<file path="src/rtl/video_timing_gen.sv">
// Runtime-reconfigurable raster timing generator.
// Line/frame order is SYNC, BP, ACT, FP. A requested mode is held in a shadow
// set and swapped in only at the last pixel of a frame, so the raster never tears.
// All outputs are a registered decode of (h_cnt, v_cnt) with one cycle of latency.
module video_timing_gen #(
  parameter int CNT_W      = 12,
  parameter int DEF_H_ACT  = 720,
  parameter int DEF_H_FP   = 16,
  parameter int DEF_H_SYNC = 62,
  parameter int DEF_H_BP   = 60,
  parameter int DEF_V_ACT  = 480,
  parameter int DEF_V_FP   = 9,
  parameter int DEF_V_SYNC = 6,
  parameter int DEF_V_BP   = 30,
  parameter int DEF_HS_POL = 1,
  parameter int DEF_VS_POL = 1
) (
  input  logic             clk,
  input  logic             rst,
  input  logic             en,
  input  logic [CNT_W-1:0] cfg_h_act,
  input  logic [CNT_W-1:0] cfg_h_fp,
  input  logic [CNT_W-1:0] cfg_h_sync,
  input  logic [CNT_W-1:0] cfg_h_bp,
  input  logic [CNT_W-1:0] cfg_v_act,
  input  logic [CNT_W-1:0] cfg_v_fp,
  input  logic [CNT_W-1:0] cfg_v_sync,
  input  logic [CNT_W-1:0] cfg_v_bp,
  input  logic             cfg_hs_pol,
  input  logic             cfg_vs_pol,
  input  logic             cfg_valid,
  output logic             cfg_ready,
  output logic             cfg_err,
  input  logic [CNT_W-1:0] win_x0,
  input  logic [CNT_W-1:0] win_y0,
  input  logic [CNT_W-1:0] win_w,
  input  logic [CNT_W-1:0] win_h,
  output logic             hs,
  output logic             vs,
  output logic             de,
  output logic             win_de,
  output logic [CNT_W-1:0] x,
  output logic [CNT_W-1:0] y,
  output logic             line_start,
  output logic             frame_start
);

  typedef struct packed {
    logic [CNT_W-1:0] h_act, h_fp, h_sync, h_bp;
    logic [CNT_W-1:0] v_act, v_fp, v_sync, v_bp;
    logic             hs_pol, vs_pol;
  } timing_t;

  localparam timing_t DEF_CFG = '{
    h_act: CNT_W'(DEF_H_ACT), h_fp: CNT_W'(DEF_H_FP),
    h_sync: CNT_W'(DEF_H_SYNC), h_bp: CNT_W'(DEF_H_BP),
    v_act: CNT_W'(DEF_V_ACT), v_fp: CNT_W'(DEF_V_FP),
    v_sync: CNT_W'(DEF_V_SYNC), v_bp: CNT_W'(DEF_V_BP),
    hs_pol: 1'(DEF_HS_POL), vs_pol: 1'(DEF_VS_POL)};

  timing_t          act_q, act_d, shd_q, shd_d, req;
  logic             pending_q, pending_d, cfg_err_q, cfg_err_d;
  logic [CNT_W-1:0] h_cnt_q, h_cnt_d, v_cnt_q, v_cnt_d;
  logic [CNT_W+1:0] ht_req, vt_req;
  logic             req_bad;
  logic [CNT_W-1:0] ht, vt;
  logic             h_last, v_last, commit, take;

  logic             hs_q, hs_d, vs_q, vs_d, de_q, de_d, win_de_q, win_de_d;
  logic             line_start_q, line_start_d, frame_start_q, frame_start_d;
  logic [CNT_W-1:0] x_q, x_d, y_q, y_d;
  logic [CNT_W:0]   h_start, h_end, v_start, v_end;
  logic [CNT_W-1:0] x_n, y_n;
  logic             de_n, in_x, in_y;

  // Config handshake, shadow commit at frame end, and raster counters.
  always_comb begin
    req = '{h_act: cfg_h_act, h_fp: cfg_h_fp, h_sync: cfg_h_sync, h_bp: cfg_h_bp,
            v_act: cfg_v_act, v_fp: cfg_v_fp, v_sync: cfg_v_sync, v_bp: cfg_v_bp,
            hs_pol: cfg_hs_pol, vs_pol: cfg_vs_pol};
    // Totals are formed two bits wider so an oversize raster is detectable.
    ht_req  = (CNT_W+2)'(cfg_h_sync) + (CNT_W+2)'(cfg_h_bp)
            + (CNT_W+2)'(cfg_h_act)  + (CNT_W+2)'(cfg_h_fp);
    vt_req  = (CNT_W+2)'(cfg_v_sync) + (CNT_W+2)'(cfg_v_bp)
            + (CNT_W+2)'(cfg_v_act)  + (CNT_W+2)'(cfg_v_fp);
    req_bad = (cfg_h_act == '0) || (cfg_h_sync == '0) || (cfg_v_act == '0) ||
              (cfg_v_sync == '0) || (ht_req[CNT_W+1:CNT_W] != 2'b00) ||
              (vt_req[CNT_W+1:CNT_W] != 2'b00);

    // The active set was validated on entry, so its totals fit in CNT_W.
    ht     = act_q.h_sync + act_q.h_bp + act_q.h_act + act_q.h_fp;
    vt     = act_q.v_sync + act_q.v_bp + act_q.v_act + act_q.v_fp;
    h_last = (h_cnt_q == ht - CNT_W'(1));
    v_last = (v_cnt_q == vt - CNT_W'(1));
    commit = en && h_last && v_last;
    take   = cfg_valid && !pending_q && !req_bad;

    act_d     = act_q;
    shd_d     = shd_q;
    pending_d = pending_q;
    h_cnt_d   = h_cnt_q;
    v_cnt_d   = v_cnt_q;
    cfg_err_d = cfg_valid && !pending_q && req_bad;

    if (en) begin
      h_cnt_d = h_last ? '0 : h_cnt_q + CNT_W'(1);
      if (h_last) v_cnt_d = v_last ? '0 : v_cnt_q + CNT_W'(1);
    end
    // Commit uses the shadow as it stood before this cycle; a request taken
    // in the same cycle therefore waits for the following frame.
    if (commit && pending_q) begin
      act_d     = shd_q;
      pending_d = 1'b0;
    end
    if (take) begin
      shd_d     = req;
      pending_d = 1'b1;
    end
  end

  // Output decode of the current counter position, held while en is low.
  always_comb begin
    h_start = {1'b0, act_q.h_sync} + {1'b0, act_q.h_bp};
    h_end   = h_start + {1'b0, act_q.h_act};
    v_start = {1'b0, act_q.v_sync} + {1'b0, act_q.v_bp};
    v_end   = v_start + {1'b0, act_q.v_act};
    de_n    = ({1'b0, h_cnt_q} >= h_start) && ({1'b0, h_cnt_q} < h_end) &&
              ({1'b0, v_cnt_q} >= v_start) && ({1'b0, v_cnt_q} < v_end);
    x_n     = de_n ? (h_cnt_q - h_start[CNT_W-1:0]) : '0;
    y_n     = de_n ? (v_cnt_q - v_start[CNT_W-1:0]) : '0;
    in_x    = ({1'b0, x_n} >= {1'b0, win_x0}) &&
              ({1'b0, x_n} <  ({1'b0, win_x0} + {1'b0, win_w}));
    in_y    = ({1'b0, y_n} >= {1'b0, win_y0}) &&
              ({1'b0, y_n} <  ({1'b0, win_y0} + {1'b0, win_h}));

    hs_d          = hs_q;
    vs_d          = vs_q;
    de_d          = de_q;
    win_de_d      = win_de_q;
    x_d           = x_q;
    y_d           = y_q;
    line_start_d  = line_start_q;
    frame_start_d = frame_start_q;
    if (en) begin
      hs_d          = (h_cnt_q < act_q.h_sync) ? act_q.hs_pol : ~act_q.hs_pol;
      vs_d          = (v_cnt_q < act_q.v_sync) ? act_q.vs_pol : ~act_q.vs_pol;
      de_d          = de_n;
      win_de_d      = de_n && in_x && in_y;
      x_d           = x_n;
      y_d           = y_n;
      line_start_d  = de_n && (x_n == '0);
      frame_start_d = de_n && (x_n == '0) && (y_n == '0);
    end
  end

  // State and output registers; reset restores the default mode.
  always_ff @(posedge clk or posedge rst) begin
    if (rst) begin
      act_q         <= DEF_CFG;
      shd_q         <= DEF_CFG;
      pending_q     <= 1'b0;
      cfg_err_q     <= 1'b0;
      h_cnt_q       <= '0;
      v_cnt_q       <= '0;
      hs_q          <= ~DEF_CFG.hs_pol;
      vs_q          <= ~DEF_CFG.vs_pol;
      de_q          <= 1'b0;
      win_de_q      <= 1'b0;
      x_q           <= '0;
      y_q           <= '0;
      line_start_q  <= 1'b0;
      frame_start_q <= 1'b0;
    end else begin
      act_q         <= act_d;
      shd_q         <= shd_d;
      pending_q     <= pending_d;
      cfg_err_q     <= cfg_err_d;
      h_cnt_q       <= h_cnt_d;
      v_cnt_q       <= v_cnt_d;
      hs_q          <= hs_d;
      vs_q          <= vs_d;
      de_q          <= de_d;
      win_de_q      <= win_de_d;
      x_q           <= x_d;
      y_q           <= y_d;
      line_start_q  <= line_start_d;
      frame_start_q <= frame_start_d;
    end
  end

  assign cfg_ready   = ~pending_q;
  assign cfg_err     = cfg_err_q;
  assign hs          = hs_q;
  assign vs          = vs_q;
  assign de          = de_q;
  assign win_de      = win_de_q;
  assign x           = x_q;
  assign y           = y_q;
  assign line_start  = line_start_q;
  assign frame_start = frame_start_q;

endmodule
</file>
<file path="config.mk">
export PLATFORM = sky130hd
export DESIGN_NAME = video_timing_gen
export DESIGN_NICKNAME = d
export VERILOG_FILES = /design/src/rtl/video_timing_gen.sv
export SDC_FILE = /design/constraint.sdc
export NUM_CORES = 1
export LEC_CHECK = 0
export ABC_CLOCK_PERIOD_IN_PS = 10200
export BUFFER_PORTS_ARGS = -buffer_cell sky130_fd_sc_hd__buf_2
export CAP_MARGIN = 5
export CORE_MARGIN = 1
export CORE_UTILIZATION = 43
export DETAILED_ROUTE_END_ITERATION = 8
export SLEW_MARGIN = 5
export SYNTH_ARGS = -nofsm -noshare
export SYNTH_HDL_FRONTEND = slang
export SYNTH_SLANG_ARGS = --single-unit
</file>
<file path="constraint.sdc">
create_clock -name clk -period 10.2 [get_ports clk]
set_input_delay 2.04 -clock clk [delete_from_list [all_inputs] [get_ports clk]]
set_output_delay 2.04 -clock clk [all_outputs]
set_load 0.02 [all_outputs]
</file>
Word-level counts from Yosys, hierarchy flattened. Index checks and enable logic that the tools add are counted. W data, S select, Z words.

Input bits: 150. Flip-flop bits (word level): 252. Bits in read-only memories: 0. Logic and storage cells: 111. Bits in writable memories: 0. Memories kept: 0. Latch bits: 0.

Bitwise gates (word level): 3. Add/subtract/negate cells: 24. Muxes and demuxes: 8. Shift operators: 0. Eq/ne operators: 2. Multipliers: 0. Divide/modulo/power cells: 0. Magnitude comparators: 10. Reduce and logical (&&, ||, !) cells: 32.

Operator list (count): $add A12 B12 Y13 (6); $add A12 B12 Y12 (6); $logic_not A12 Y1 (6); $lt A12 B13 Y1 (4); $mux W12 (4); $add A13 B12 Y14 (2); $add A14 B12 Y14 (2); $add A13 B12 Y13 (2); $ge A12 B13 Y1 (2); $add A12 B1 Y12 const B (2); $eq A12 B12 Y1 (2); $ge A12 B12 Y1 (2); $lt A12 B12 Y1 (2); $sub A12 B1 Y12 const B (2); $sub A12 B12 Y12 (2); $logic_and A1 B1 Y1 (15); $reduce_bool A2 Y1 (3); $logic_or A1 B1 Y1 (5); $mux W1 (4); $not A1 Y1 (3); $logic_not A1 Y1 (2); $reduce_and A2 Y1 (1).

Longest topological paths before layout.
Word-level depth: 11. Depth in mapped cells: 34. Depth with buffers taken out: 34.

Worst setup path before layout. OpenSTA, ideal clock, no wires.

Path type: reg2reg. Start point: reg act_q[63] (netlist bit). End point: reg win_de_q, in the netlist win_de. Slack: 3.289 ns. Library setup time: 0.094 ns. Arrival: 6.817 ns. Required time: 10.106 ns. Cell stages (with the launch flop): 34. Path through: dfstp_2 inv_1 ha_1 a21o_1 a21oi_1 o21ai_0 a211o_1 a31oi_1 o21bai_1 a21oi_1 xnor2_1 ha_1 a21oi_1 o21ai_0 xnor2_1 ha_1 a21o_1 a21oi_1 nand3_1 o311ai_0 a2111oi_0 a2111oi_0 nand2_1 clkbuf_1 nor2_1 ha_1 a21o_1 a21o_1 a21oi_1 nor3_1 a2111oi_0 o21ai_0 o41a_1 a211oi_1.

RTL lines: start: declaration (RTL line 61) `timing_t act_q, act_d, shd_q, shd_d, req;`; start signal: assignment (RTL line 174) `act_q <= act_d;`; $add A12 B12 Y13 (*) (RTL line 123) `h_start = {1'b0, act_q.h_sync} + {1'b0, act_q.h_bp};`; $add A13 B12 Y13 (RTL line 124) `h_end = h_start + {1'b0, act_q.h_act};`; $lt A12 B13 Y1 (RTL line 127) `de_n = ({1'b0, h_cnt_q} >= h_start) && ({1'b0, h_cnt_q} < h_end) &&`; $logic_and A1 B1 Y1 (*) (2 in a row) (RTL line 127); $logic_and A1 B1 Y1 (*) (RTL line 128) `({1'b0, v_cnt_q} >= v_start) && ({1'b0, v_cnt_q} < v_end);`; $mux W12 (*) (RTL line 130) `y_n = de_n ? (v_cnt_q - v_start[CNT_W-1:0]) : '0;`; via y_n[2] (RTL line 73) `logic [CNT_W-1:0] x_n, y_n;`; $lt A12 B13 Y1 / $ge A12 B12 Y1 (equally long branches) (RTL line 134, 133); $logic_and A1 B1 Y1 (*) (RTL line 133) `in_y = ({1'b0, y_n} >= {1'b0, win_y0}) &&`; $logic_and A1 B1 Y1 (*) (RTL line 148) `win_de_d = de_n && in_x && in_y;`; end signal: assignment (RTL line 183) `win_de_q <= win_de_d;`; end: declaration (RTL line 69) `logic hs_q, hs_d, vs_q, vs_d, de_q, de_d, win_de_q, win_de_d;`.

Mark *: on every way through the listed nets, which the timed path passes. The rest lies on a longest branch. A chain may end at the register's enable or synchronous reset.

Final worst setup path. Ends and elaborated chain as after synthesis.

==> impl_metrics.ini <==
[yosys]
synth_xor_xnor_area_share = 0.0584
syn_area_um2 = 19900
synth_area_leader_cell = dfrtp_1
yosys_most_used_dff = dfrtp_1
yosys-top-cells-area = dfrtp_1, ha_1, mux2_2, fa_1, dfstp_2
synth_top_area_share = 0.246
yosys_register_bits = 252
syn_nets = 2353
netlist_instances = 1850
synth-edff-count = 0
yosys.area_share.adder = 0.258
synthSimpleGateAreaFrac = 0.0927
synth_cell_type_count = 70
synth.avg_cell_area_um2 = 10.8
synth-compound-area-share = 0.107
synthMuxAreaShare = 0.125
async_reset_ff_frac = 1.00
yosys_warnings = 0
yosysSeqAreaShare = 0.320
synth_top_family_by_area = adder cells

[routing]
drc = 0
vias = 14400
wirelength_um = 47600
dr.pass1.iters = 5
drt-vias-per-instance = 5.41
drtAntennaViolNets = 0
routedWlPerCell_um = 17.9
initialDrtViolationCount = 889

[grt]
antenna_found_initial = 1
grt_pass1_wl_um = 77100
track_usage = 0.205
grt_pass1_vias = 14500
overflow = 0
grt_max_degree = 122

[worst_hold_path]
hp-class = reg -> reg
holdPathEnd = frame_start
hold_depth = 1
min-delay-start = frame_start

[clock_network]
cts_buffer_depth = 3
ctsHtreeMaxLevel = 1
cts_setup_buffers = 0
cts_tree = yes
cts_sinks = 252
cts_resized = 0
cts_made_buffers = 29
clock_latency_ns = 0.56
cts.clk_slew.worst_paths_ns = 0.06
root_buffer = clkbuf_16
cts_hold_buffers = 0

[run]
max_cap_viol_count = 0

[place]
pre_cts_ws_ns = 2.37
gp_congestion = 0.867
place_hpwl_um = 38900
dpl_cell_area_um2 = 21500
io_buffers = 181

[sta]
finClkSkew_ns = 0.00963
fmax_mhz = 125
fin_ws_ns = 2.18
setup_violations = 0
hold_violations = 0
holdWs_ns = 0.479
setup-tns-final_ns = 0
fin_crit_ns = 8.02
timing.final.crit_share = 0.786
rsz0062_at_grt = false
relSlewSlack = 0.390
worst_pin_slew_ns = 0.892
slew_violations = 0

[finish]
final_cell_mix = ha_1, mux2_2, dfrtp_1
final_common_cell = ha_1
layout-drive-gt1-share = 0.246
fin_nets = 2539
syn_to_final_growth_pct = 12.8
final_area_um2 = 22500

[power_and_ir_drop]
power_density_nw_per_um2 = 140
ir_drop_uv = 97.7
static-leakage-power_nw = 10.9

[outcome]
outcome = finished, final reports clean

[critical_path]
critPathSlowestCell = a2111oi_0
cp-end-kind = flop
crit_fanout = 26
rrSetupSlack_ns = 2.18
worstPathArrival_ns = 8.49
critPathKind = reg -> reg
cp_common_cell = a21oi_1
max_stage_delay_ns = 0.74
regToRegEndpoint = win_de
start_kind = flop
r2r-start = act_q[63]
reg2reg_depth = 33
crit_required_ns = 10.67

[floorplan]
dieWidth_um = 217
die-area_um2 = 47200
ios = 182
fp.coreArea_um2 = 45600
die_h_um = 217
std_cell_rows = 78
initial_core_util = 0.438
[through the flow]
step                power (mW)  instances  utilization
floorplan                 1.84       1850            -
global placement          2.07       2605        0.472
detailed placement        2.10       2605        0.472
CTS                       3.18       2657        0.494
global route              3.34       2658        0.494
finish                    3.15       2658        0.494
[layer usage]
metal,track usage,vias up,share of wire
li1,-,6944,-
met1,0.325,7067,0.53
met2,0.299,313,0.41
met3,0.0173,51,0.039
met4,0.0460,0,0.018
met5,0,-,0
[cells by family (layout without fill, tap and decap cells)]
kind of cell	after synthesis	in the layout
fa+ha+maj	353	353
simple gates	352	352
compound gates	333	333
flops	252	252
mux	221	221
buf+inv	206	413
xor+xnor	133	133
other cells	0	1
[critical path: cells and delay by family, from the launching register on]
kind,cells,cell delay (ns)
DFF,1,0.54
AOI/OAI and AO/OA,21,5.03
buffers and inverters,2,0.33
adders and majority gates,4,1.17
and+or+nand+nor,4,0.52
xor gates and xnor gates,2,0.34
[layout make-up]
cell class	count	area (µm²)
flip-flops and latches	252	6380
inverters	173	657
clock buffers	38	800
fillers	4240	23100
clock inverters	14	176
repair buffers	188	958
well taps	600	751
multi-input cells	1392	12800
diodes	1	2.50
[synth_stat cells, drive strengths merged (6+ instances only)]
library cell / count
buf: 13
a21o: 35
nand3: 40
nor2b: 25
o211ai: 10
o31ai: 8
a31oi: 10
mux2: 218
and3: 16
nor4: 20
dfstp: 56
xor2: 60
a21oi: 82
nor3: 25
or4: 7
clkbuf: 20
o22ai: 6
o21bai: 11
nand2: 58
nand4: 16
or2: 10
nor2: 82
nand2b: 26
inv: 173
fa: 96
or3: 9
ha: 257
o31a: 6
xnor2: 73
o21a: 28
o21ai: 87
dfrtp: 196
a211oi: 10
[where the power goes]
part	leakage (nW)	total, mW	switching [mW]	internal (mW)
Sequential	3.21	1.34	0.135	1.21
Combinational	7.27	0.744	0.377	0.367
Clock	0.461	1.07	0.436	0.630
Total	10.9	3.15	0.947	2.21
[worst max-delay path by stage]
stage,start,to,slack (ns),cells after the start
finish,act_q[63],win_de,2.18,33
global placement,act_q[63],win_de,2.66,33
global route,act_q[63],win_de,1.45,33
floorplan,rst,act_q[10],1.32,1
detailed placement,act_q[63],win_de,2.37,33
CTS,act_q[63],win_de,2.26,33
[state kept, by name, indices dropped and copies added (netlist names)]
signal       cells
line_start       1
y               12
pending_q        1
hs               1
frame_start      1
act_q           98
cfg_err          1
shd_q           98
win_de           1
x               12
vs               1
v_cnt_q         12
h_cnt_q         12
de               1
Power figures use the tool's default switching activity.
